===== src/rtl/sevenseg_scan_driver_if.sv =====
// Pin bundle for the multiplexed seven-segment driver.
// blink_mask exists only when SEVSEG_BLINK_EN is defined.
interface sevenseg_scan_driver_if #(
   parameter int DIGITS = 4
);
   logic [4*DIGITS-1:0] value;
   logic [DIGITS-1:0]   dp;
   logic                load;
   logic                blank_lz;
   logic                enable;
`ifdef SEVSEG_BLINK_EN
   logic [DIGITS-1:0]   blink_mask;
`endif
   logic [6:0]          seg_n;
   logic                dp_n;
   logic [DIGITS-1:0]   an_n;
   logic                frame_start;

   modport master (
`ifdef SEVSEG_BLINK_EN
      output blink_mask,
`endif
      output value, dp, load, blank_lz, enable,
      input  seg_n, dp_n, an_n, frame_start
   );

   modport slave (
`ifdef SEVSEG_BLINK_EN
      input  blink_mask,
`endif
      input  value, dp, load, blank_lz, enable,
      output seg_n, dp_n, an_n, frame_start
   );
endinterface


===== src/rtl/sevenseg_scan_driver.sv =====
// Time-multiplexed common-anode seven-segment driver with tear-free loading,
// leading-zero blanking and guard cycles; SEVSEG_BLINK_EN adds per-digit blinking.
module sevenseg_scan_driver #(
   parameter int DIGITS      = 4,
   parameter int REFRESH_DIV = 50000,
   parameter int GUARD       = 1
`ifdef SEVSEG_BLINK_EN
   ,
   parameter int BLINK_FRAMES = 64
`endif
) (
   input logic                  clk,
   input logic                  rst_n,
   sevenseg_scan_driver_if.slave bus
);
   localparam int CW = $clog2(REFRESH_DIV);
   localparam int IW = (DIGITS > 1) ? $clog2(DIGITS) : 1;
   localparam logic [CW-1:0] LAST_CNT  = CW'(REFRESH_DIV - 1);
   localparam logic [CW-1:0] GUARD_CNT = CW'(GUARD);
   localparam logic [IW-1:0] LAST_IDX  = IW'(DIGITS - 1);

   logic [CW-1:0]       cnt_q, cnt_d;
   logic [IW-1:0]       idx_q, idx_d;
   logic [4*DIGITS-1:0] pend_val_q, pend_val_d, act_val_q, act_val_d;
   logic [DIGITS-1:0]   pend_dp_q, pend_dp_d, act_dp_q, act_dp_d;
   logic                first_q, first_d;
   logic [6:0]          seg_n_q, seg_n_d;
   logic                dp_n_q, dp_n_d;
   logic [DIGITS-1:0]   an_n_q, an_n_d;
   logic                frame_start_q, frame_start_d;

   logic                slot_wrap, frame_wrap, frame_begin;
   logic [3:0]          cur_nib;
   logic                cur_dp, cur_blank, all_zero, blink_hide;
   logic [DIGITS-1:0]   lz;

   function automatic logic [6:0] decode(input logic [3:0] n);
      case (n)
         4'h0: decode = 7'h01;
         4'h1: decode = 7'h4F;
         4'h2: decode = 7'h12;
         4'h3: decode = 7'h06;
         4'h4: decode = 7'h4C;
         4'h5: decode = 7'h24;
         4'h6: decode = 7'h20;
         4'h7: decode = 7'h0F;
         4'h8: decode = 7'h00;
         4'h9: decode = 7'h04;
         4'hA: decode = 7'h08;
         4'hB: decode = 7'h60;
         4'hC: decode = 7'h31;
         4'hD: decode = 7'h42;
         4'hE: decode = 7'h30;
         default: decode = 7'h38;
      endcase
   endfunction

   always_comb begin
      slot_wrap   = bus.enable && (cnt_q == LAST_CNT);
      frame_wrap  = slot_wrap && (idx_q == LAST_IDX);
      frame_begin = bus.enable && (cnt_q == '0) && (idx_q == '0);

      cnt_d = cnt_q;
      idx_d = idx_q;
      if (bus.enable) cnt_d = slot_wrap ? '0 : cnt_q + 1'b1;
      if (slot_wrap)  idx_d = (idx_q == LAST_IDX) ? '0 : idx_q + 1'b1;

      pend_val_d = bus.load ? bus.value : pend_val_q;
      pend_dp_d  = bus.load ? bus.dp    : pend_dp_q;

      // Until the first frame starts nothing is on display, so active simply
      // tracks pending; afterwards it only changes on the DIGITS-1 -> 0 wrap.
      act_val_d = act_val_q;
      act_dp_d  = act_dp_q;
      first_d   = first_q;
      if (first_q) begin
         if (frame_begin) begin
            first_d = 1'b0;
         end else begin
            act_val_d = pend_val_d;
            act_dp_d  = pend_dp_d;
         end
      end else if (frame_wrap) begin
         act_val_d = pend_val_d;
         act_dp_d  = pend_dp_d;
      end
   end

   // lz[i]: digit i is blanked because it and everything above it is zero.
   always_comb begin
      all_zero = 1'b1;
      lz       = '0;
      for (int unsigned i = DIGITS; i > 0; i--) begin
         all_zero = all_zero && (act_val_q[4*(i-1) +: 4] == 4'h0);
         lz[i-1]  = bus.blank_lz && (i > 1) && all_zero;
      end

      cur_nib   = '0;
      cur_dp    = 1'b0;
      cur_blank = 1'b0;
      for (int unsigned i = 0; i < DIGITS; i++) begin
         if (IW'(i) == idx_q) begin
            cur_nib   = act_val_q[4*i +: 4];
            cur_dp    = act_dp_q[i];
            cur_blank = lz[i];
         end
      end
   end

`ifdef SEVSEG_BLINK_EN
   localparam int BW = $clog2(BLINK_FRAMES + 1);
   localparam logic [BW-1:0] BLINK_LAST = BW'(BLINK_FRAMES);

   logic [BW-1:0] blink_cnt_q, blink_cnt_d;
   logic          blink_off_q, blink_off_d;

   // Counter holds frames seen in the current phase; the phase flips as the
   // (BLINK_FRAMES+1)-th pulse arrives so that frame takes the new phase.
   always_comb begin
      blink_cnt_d = blink_cnt_q;
      blink_off_d = blink_off_q;
      blink_hide  = 1'b0;
      if (frame_begin) begin
         if (blink_cnt_q == BLINK_LAST) begin
            blink_cnt_d = BW'(1);
            blink_off_d = ~blink_off_q;
         end else begin
            blink_cnt_d = blink_cnt_q + 1'b1;
         end
      end
      for (int unsigned i = 0; i < DIGITS; i++) begin
         if ((IW'(i) == idx_q) && bus.blink_mask[i] && blink_off_d) blink_hide = 1'b1;
      end
   end

   always_ff @(posedge clk) begin
      if (!rst_n) begin
         blink_cnt_q <= '0;
         blink_off_q <= 1'b0;
      end else begin
         blink_cnt_q <= blink_cnt_d;
         blink_off_q <= blink_off_d;
      end
   end
`else
   assign blink_hide = 1'b0;
`endif

   always_comb begin
      an_n_d        = '1;
      seg_n_d       = 7'h7F;
      dp_n_d        = 1'b1;
      frame_start_d = 1'b0;
      if (bus.enable) begin
         if ((cnt_q >= GUARD_CNT) && !blink_hide) begin
            for (int unsigned i = 0; i < DIGITS; i++) an_n_d[i] = (IW'(i) != idx_q);
         end
         seg_n_d       = cur_blank ? 7'h7F : decode(cur_nib);
         dp_n_d        = ~cur_dp;
         frame_start_d = frame_begin;
      end
   end

   always_ff @(posedge clk) begin
      if (!rst_n) begin
         cnt_q         <= '0;
         idx_q         <= '0;
         pend_val_q    <= '0;
         pend_dp_q     <= '0;
         act_val_q     <= '0;
         act_dp_q      <= '0;
         first_q       <= 1'b1;
         seg_n_q       <= 7'h7F;
         dp_n_q        <= 1'b1;
         an_n_q        <= '1;
         frame_start_q <= 1'b0;
      end else begin
         cnt_q         <= cnt_d;
         idx_q         <= idx_d;
         pend_val_q    <= pend_val_d;
         pend_dp_q     <= pend_dp_d;
         act_val_q     <= act_val_d;
         act_dp_q      <= act_dp_d;
         first_q       <= first_d;
         seg_n_q       <= seg_n_d;
         dp_n_q        <= dp_n_d;
         an_n_q        <= an_n_d;
         frame_start_q <= frame_start_d;
      end
   end

   assign bus.seg_n       = seg_n_q;
   assign bus.dp_n        = dp_n_q;
   assign bus.an_n        = an_n_q;
   assign bus.frame_start = frame_start_q;
endmodule


===== src/flat_wrapper.sv =====
// flat-port wrapper written by rule: the top's interface ports become plain ports
module sevenseg_scan_driver_flat 
#(
   parameter int DIGITS      = 4,
   parameter int REFRESH_DIV = 50000,
   parameter int GUARD       = 1

)
  (clk, rst_n, bus_value, bus_dp, bus_load, bus_blank_lz, bus_enable, bus_seg_n, bus_dp_n, bus_an_n, bus_frame_start);
  sevenseg_scan_driver_if #(.DIGITS(DIGITS)) bus_i ();
  input logic clk;
  input logic rst_n;
  input wire logic [$bits(bus_i.value)-1:0] bus_value;
  input wire logic [$bits(bus_i.dp)-1:0] bus_dp;
  input wire logic [$bits(bus_i.load)-1:0] bus_load;
  input wire logic [$bits(bus_i.blank_lz)-1:0] bus_blank_lz;
  input wire logic [$bits(bus_i.enable)-1:0] bus_enable;
  output wire logic [$bits(bus_i.seg_n)-1:0] bus_seg_n;
  output wire logic [$bits(bus_i.dp_n)-1:0] bus_dp_n;
  output wire logic [$bits(bus_i.an_n)-1:0] bus_an_n;
  output wire logic [$bits(bus_i.frame_start)-1:0] bus_frame_start;
  assign bus_i.value = bus_value;
  assign bus_i.dp = bus_dp;
  assign bus_i.load = bus_load;
  assign bus_i.blank_lz = bus_blank_lz;
  assign bus_i.enable = bus_enable;
  assign bus_seg_n = bus_i.seg_n;
  assign bus_dp_n = bus_i.dp_n;
  assign bus_an_n = bus_i.an_n;
  assign bus_frame_start = bus_i.frame_start;
  sevenseg_scan_driver #(.DIGITS(DIGITS), .REFRESH_DIV(REFRESH_DIV), .GUARD(GUARD)) u_core (.clk(clk), .rst_n(rst_n), .bus(bus_i));
endmodule

===== config.mk =====
export PLATFORM = sky130hd
export DESIGN_NAME = sevenseg_scan_driver_flat
export DESIGN_NICKNAME = d
export VERILOG_FILES = /design/src/rtl/sevenseg_scan_driver_if.sv /design/src/rtl/sevenseg_scan_driver.sv /design/src/flat_wrapper.sv
export SDC_FILE = /design/constraint.sdc
export NUM_CORES = 1
export LEC_CHECK = 0
export CAP_MARGIN = 20
export CORE_MARGIN = 5
export CORE_UTILIZATION = 50
export DETAILED_ROUTE_END_ITERATION = 10
export GPL_TIMING_DRIVEN = 0
export PLACE_DENSITY_LB_ADDON = 0.15
export SLEW_MARGIN = 20
export SYNTH_ARGS = -nofsm -noshare
export SYNTH_HDL_FRONTEND = slang
export SYNTH_SLANG_ARGS = --single-unit
export TNS_END_PERCENT = 1

===== constraint.sdc =====
create_clock -name clk -period 2.9 [get_ports clk]
set_input_delay 0.58 -clock clk [delete_from_list [all_inputs] [get_ports clk]]
set_output_delay 0.58 -clock clk [all_outputs]
set_load 0.02 [all_outputs]

== Word level (Yosys, flattened, before mapping) ==
Memory sizes are Yosys's and may differ from the RTL's. A register that Yosys moved wholly into a read port is not among the register bits.
Index checks and enable logic that the tools add are counted.

* Bits in read-only memories: 112
* Output and inout port bits: 13
* Memories kept: 1
* Register bits after elaboration: 65
* Word-level logic and storage cells: 69

{| class="wikitable"
|+ Memories
! memory !! words !! width !! read ports !! clocked after Yosys merged registers in !! write ports !! RTL line !! RTL
|-
| (no name shown) || 16 || 7 || 1 || 1 || 0 || sevenseg_scan_driver.sv:38 || <nowiki>case (n)</nowiki>
|}

* Reductions and logical operators: 20
* Bitwise logic cells: 3
* Eq/ne operators: 9
* $add $sub $neg: 2
* Magnitude comparators: 1
* Multiplexer cells: 23

{| class="wikitable"
|+ Operators with widths
! operator !! number
|-
| two-way mux 16 bit || 5
|-
| two-way mux 4 bit || 8
|-
| adder 16 x 1 -> 16 bit, second input constant || 1
|-
| equality test 16 bit, second input constant || 1
|-
| greater-or-equal comparator 16 x 1 -> 1 bit, second input constant || 1
|-
| logical NOT 16 bit || 1
|-
| logical NOT 4 bit || 3
|-
| logical AND 1 bit || 9
|-
| two-way mux 1 bit || 9
|-
| equality test 2 bit, first input constant || 2
|-
| != test 2 bit, first input constant || 2
|-
| AND reduction 2 bit || 2
|-
| nonzero test 2 bit || 2
|-
| inverter 1 bit || 3
|-
| AND reduction 3 bit || 1
|-
| OR reduction 3 bit || 1
|-
| adder 2 x 1 -> 2 bit, second input constant || 1
|-
| equality test 1 x 2 -> 1 bit, first input constant || 1
|-
| equality test 2 bit, second input constant || 1
|-
| logical NOT 2 bit || 1
|-
| two-way mux 2 bit || 1
|-
| != test 1 x 2 -> 1 bit, first input constant || 1
|-
| != test 2 bit, second input constant || 1
|}

== Depth between registers and ports, before layout ==
* Depth in word-level cells: 8
* Gate-level depth with buffers: 11
* Gate-level depth less buffers: 10

== Worst setup path before layout ==
Ideal clock, no wire load.

* Path kind: reg2reg
* From: reg u_core.idx_q[1]
* To: reg u_core.seg_n_q[5] (netlist: u_core.bus.seg_n[5])
* Arrival time: 2.070 ns
* Path slack: 0.685 ns
* Clock period less this slack: 2.215 ns
* Stages on the path, launching flop included: 10
* Cell sequence: dfxtp_1 inv_1 ha_1 buf_2 nand3b_1 a211oi_1 inv_1 ha_1 o21ai_0 o221ai_1

* Word-level cells in the longest chain between the ends: 5

{| class="wikitable"
|+ Ends and longest elaborated chain
! element !! RTL line !! RTL
|-
| start, declared || sevenseg_scan_driver.sv:23 || <nowiki>logic [IW-1:0] idx_q, idx_d;</nowiki>
|-
| start signal, assigned || sevenseg_scan_driver.sv:179 || <nowiki>idx_q <= idx_d;</nowiki>
|-
| equality test 1 x 2 -> 1 bit or logical NOT 2 bit (tied branches) || sevenseg_scan_driver.sv:102 || <nowiki>if (IW'(i) == idx_q) begin</nowiki>
|-
| two-way mux 1 bit or two-way mux 4 bit (tied branches) (3 in series) || sevenseg_scan_driver.sv:102 ||
|-
| OR reduction 3 bit (no line) or two-way mux 4 bit (tied branches) || n/a ||
|-
| end, declared || sevenseg_scan_driver.sv:27 || <nowiki>logic [6:0] seg_n_q, seg_n_d;</nowiki>
|}

Parallel ways exist; a longest one is shown, timed or not.
A chain may end at the register's enable or synchronous reset.

== Final worst setup path ==
* From: reg u_core.idx_q[0]
* To: reg u_core.seg_n_q[5] (netlist: u_core.bus.seg_n[5])

The elaborated chain is that of the path after synthesis.

==> results.ini <==
[run_status]
outcome=finished, final reports clean

[cells_and_area]
nFillCells=605
drive_gt1_frac=0.1349
nets=426
final_common_cell=dfxtp_1
syn2layout_area_growth_pct=19.38
diodes=0
final_util=0.6034
layout.cells.most_common_list=72 x dfxtp_1, 35 x clkdlybuf4s50_1, 29 x nand2_1

[sta]
hold_violations=0
setup_viol=0
layout_min_cycle_time_ps=2397
slew_viol_final=0
worst_clock_skew_ps=9.296
worst_slew_pin_slew_ps=619.7
rsz0062_at_grt=false
fin_crit_sh=0.8264
relSlewSlack=0.5840
max_freq_mhz=417.3
fin_setup_tns_ps=0
fin_ws_ps=503.4

[cts]
cts_setup_buffers=0
clockRootBuffer=clkbuf_8
cts-buffers-inserted=9
clk_latency_ps=340
cts_tree=built
clk_pin_slew_ps=70
ctsResizeCount=0
htreeDepth=3
postCtsHoldBufs=0
cts.sinks=72
clk_path_buf_depth=2

[drt]
drcViolationCount=0
drt_pass1_iterations=4
drt_iter0_drc=86
viasPerCell=5.154
wl_um=6443
ant_nets=0
wl_per_cell_um=13.62
vias=2438

[synth]
netlist_area_um2=3377
synth_nets=380
synth_seq_cells=72
seq_area_frac_synth=0.4268
synth_warnings=0
synthFlopType=dfxtp_1
synth_area_per_cell_um2=9.874
syn-instance-count=342
async_flop_share=0
yosysUniqueCellTypes=42
synth_edf_count=0

[global_route]
grt_pass1_vias=2307
grt_pass1_wl_um=10900
gr-total-overflow=0
grt_max_degree=12
track_usage=0.1604
antenna_found_initial=0

[flow_run]
drv_cap=0

[die]
fp-row-count=30
fp.dieW_um=92.18
core_area_um2=6681
dieArea_um2=8497
fp.dieH_um=92.18
start_util=0.5054
io_pins=38

[worst_setup_path]
rrSetupSlack_ps=500
end_kind=flop
worst-r2r-cell-count=8
cp_common_cell=ha_1
r2r-start=u_core.idx_q[0]
critPathMaxStageDelay_ps=430
regToRegEndpoint=u_core.bus.seg_n[5]
cp.required_ps=3090
crit_start=u_core.idx_q[0]
endpoint=u_core.bus.seg_n[5]
slowest_stage=a211oi_2
critPathKind=reg -> reg
critPathLaunchType=flop
cp.arrival_ps=2590
cp_max_fo=10
cp_cell_sequence=ha_1 > buf_2 > a211oi_1 > a211oi_2 > inv_1 > ha_1 > o21ai_0 > o221ai_1

[power]
comb_power_share=0.135
finalPower_mw=2.147
swShare=0.2354
power.switching_mw=0.5054
intPower_mw=1.642
ir_drop_mv=0.2743
leakagePower_nw=1.620
powerDensity_nw_per_um2=532.6
pwr-share-clk=0.368
seq_power_share=0.498

[place]
port_buffers=35
dp_slack_ps=263.5
place.gp.congestion=0.8653
hpwl_um=4781

[worst_hold_path]
min_path_type=reg -> reg

[Yosys cell counts, types with 2 or more instances]
| cell type | count | area [um^2] |
|---|---|---|
| nand4_1 | 7 | 43.79 |
| buf_6 | 2 | 22.52 |
| or2_2 | 2 | 12.51 |
| o221ai_1 | 5 | 43.79 |
| a31o_2 | 2 | 17.52 |
| nand2b_1 | 2 | 12.51 |
| nor2_1 | 20 | 75.07 |
| mux2_4 | 20 | 300.3 |
| a21oi_1 | 10 | 50.05 |
| nor3b_1 | 3 | 22.52 |
| nand3b_1 | 6 | 45.04 |
| nand3_1 | 6 | 30.03 |
| nor4_1 | 5 | 31.28 |
| xnor2_1 | 7 | 61.31 |
| a311oi_1 | 2 | 17.52 |
| and3_1 | 2 | 12.51 |
| mux2i_1 | 22 | 220.2 |
| buf_2 | 8 | 40.04 |
| nor3_1 | 9 | 45.04 |
| ha_1 | 13 | 162.7 |
| clkbuf_1 | 6 | 22.52 |
| dfxtp_1 | 72 | 1441 |
| inv_1 | 11 | 41.29 |
| nor2b_1 | 25 | 156.4 |
| o21ai_0 | 4 | 20.02 |
| xor2_1 | 6 | 52.55 |
| and2_1 | 20 | 125.1 |
| a211oi_1 | 3 | 22.52 |
| nand2_1 | 29 | 108.9 |
[registers in the layout, indices dropped and copies added (netlist names)]
name,count
u_core.act_val_q,16
u_core.cnt_q,16
u_core.pend_val_q,16
u_core.bus.seg_n,7
u_core.act_dp_q,4
u_core.bus.an_n,4
u_core.pend_dp_q,4
u_core.idx_q,2
u_core.bus.dp_n,1
u_core.bus.frame_start,1
u_core.first_q,1
[through the flow]
stage | cell area (um^2) | hold WS, ps | std cells
floorplan | 3377 | 472.7 | 342
global placement | 3827 | 493.8 | 457
detailed placement | 3827 | 508.8 | 457
CTS | 4026 | 517.8 | 473
global route | 4031 | 551.3 | 473
finish | 4031 | 518.0 | 473
[how the worst min path moves through the flow]
stage / from / slack [ps] / end / cells past startpoint
floorplan: u_core.idx_q[0] / 470 / u_core.idx_q[0] / 2
detailed placement: u_core.idx_q[0] / 510 / u_core.idx_q[0] / 2
global route: u_core.pend_dp_q[1] / 550 / u_core.pend_dp_q[1] / 2
CTS: u_core.idx_q[0] / 520 / u_core.idx_q[0] / 2
global placement: u_core.idx_q[0] / 490 / u_core.idx_q[0] / 2
finish: u_core.idx_q[0] / 520 / u_core.idx_q[0] / 2
[per-layer routing]
layer | vias up | wire, um | global-route usage
li1 | 1271 | - | -
met1 | 1113 | 3137 | 0.2107
met3 | 7 | 262 | 0.03692
met2 | 47 | 2980 | 0.2464
met4 | 0 | 63 | 0.08045
met5 | - | 0 | 0
[cells by family (layout without fill, tap and decap cells)]
group                      after synthesis  count (layout)  synth area share
and+or+nand+nor                        142             142            0.2334
DFF                                     72              72            0.4268
muxes                                   42              42            0.1541
AOI/OAI and AO/OA                       33              33           0.06633
buffers and inverters                   27              78           0.03742
adders and majority gates               13              13           0.04817
xor gates and xnor gates                13              13           0.03372
[power groups by stage]
stage               logic (mW)  clock network [mW]  registers, mW
global placement         0.286                   0           1.09
finish                   0.289               0.789           1.07
detailed placement       0.290                   0           1.09
floorplan                0.191                   0           1.09
CTS                      0.292               0.811           1.07
global route             0.316               0.863           1.07
[worst max-delay path, delay by kind of cell, from the launching register on]
kind	cells	cell delay [ps]
AOI/OAI and AO/OA	4	820
adders and majority gates	2	620
buffers and inverters	2	430
DFF	1	400
[cell type report]
cell class              count  area [um^2]  area share
flip-flops and latches     72         1441      0.3575
repair buffers             35        350.3     0.08690
well taps                  80        100.1     0.02483
plain buffers              16        85.08     0.02110
clock buffers              13        158.9     0.03942
inverters                  11        41.29     0.01024
multi-input cells         243         1814      0.4500
clock inverters             3        40.04    0.009932
(Power assumes the default switching activity.)
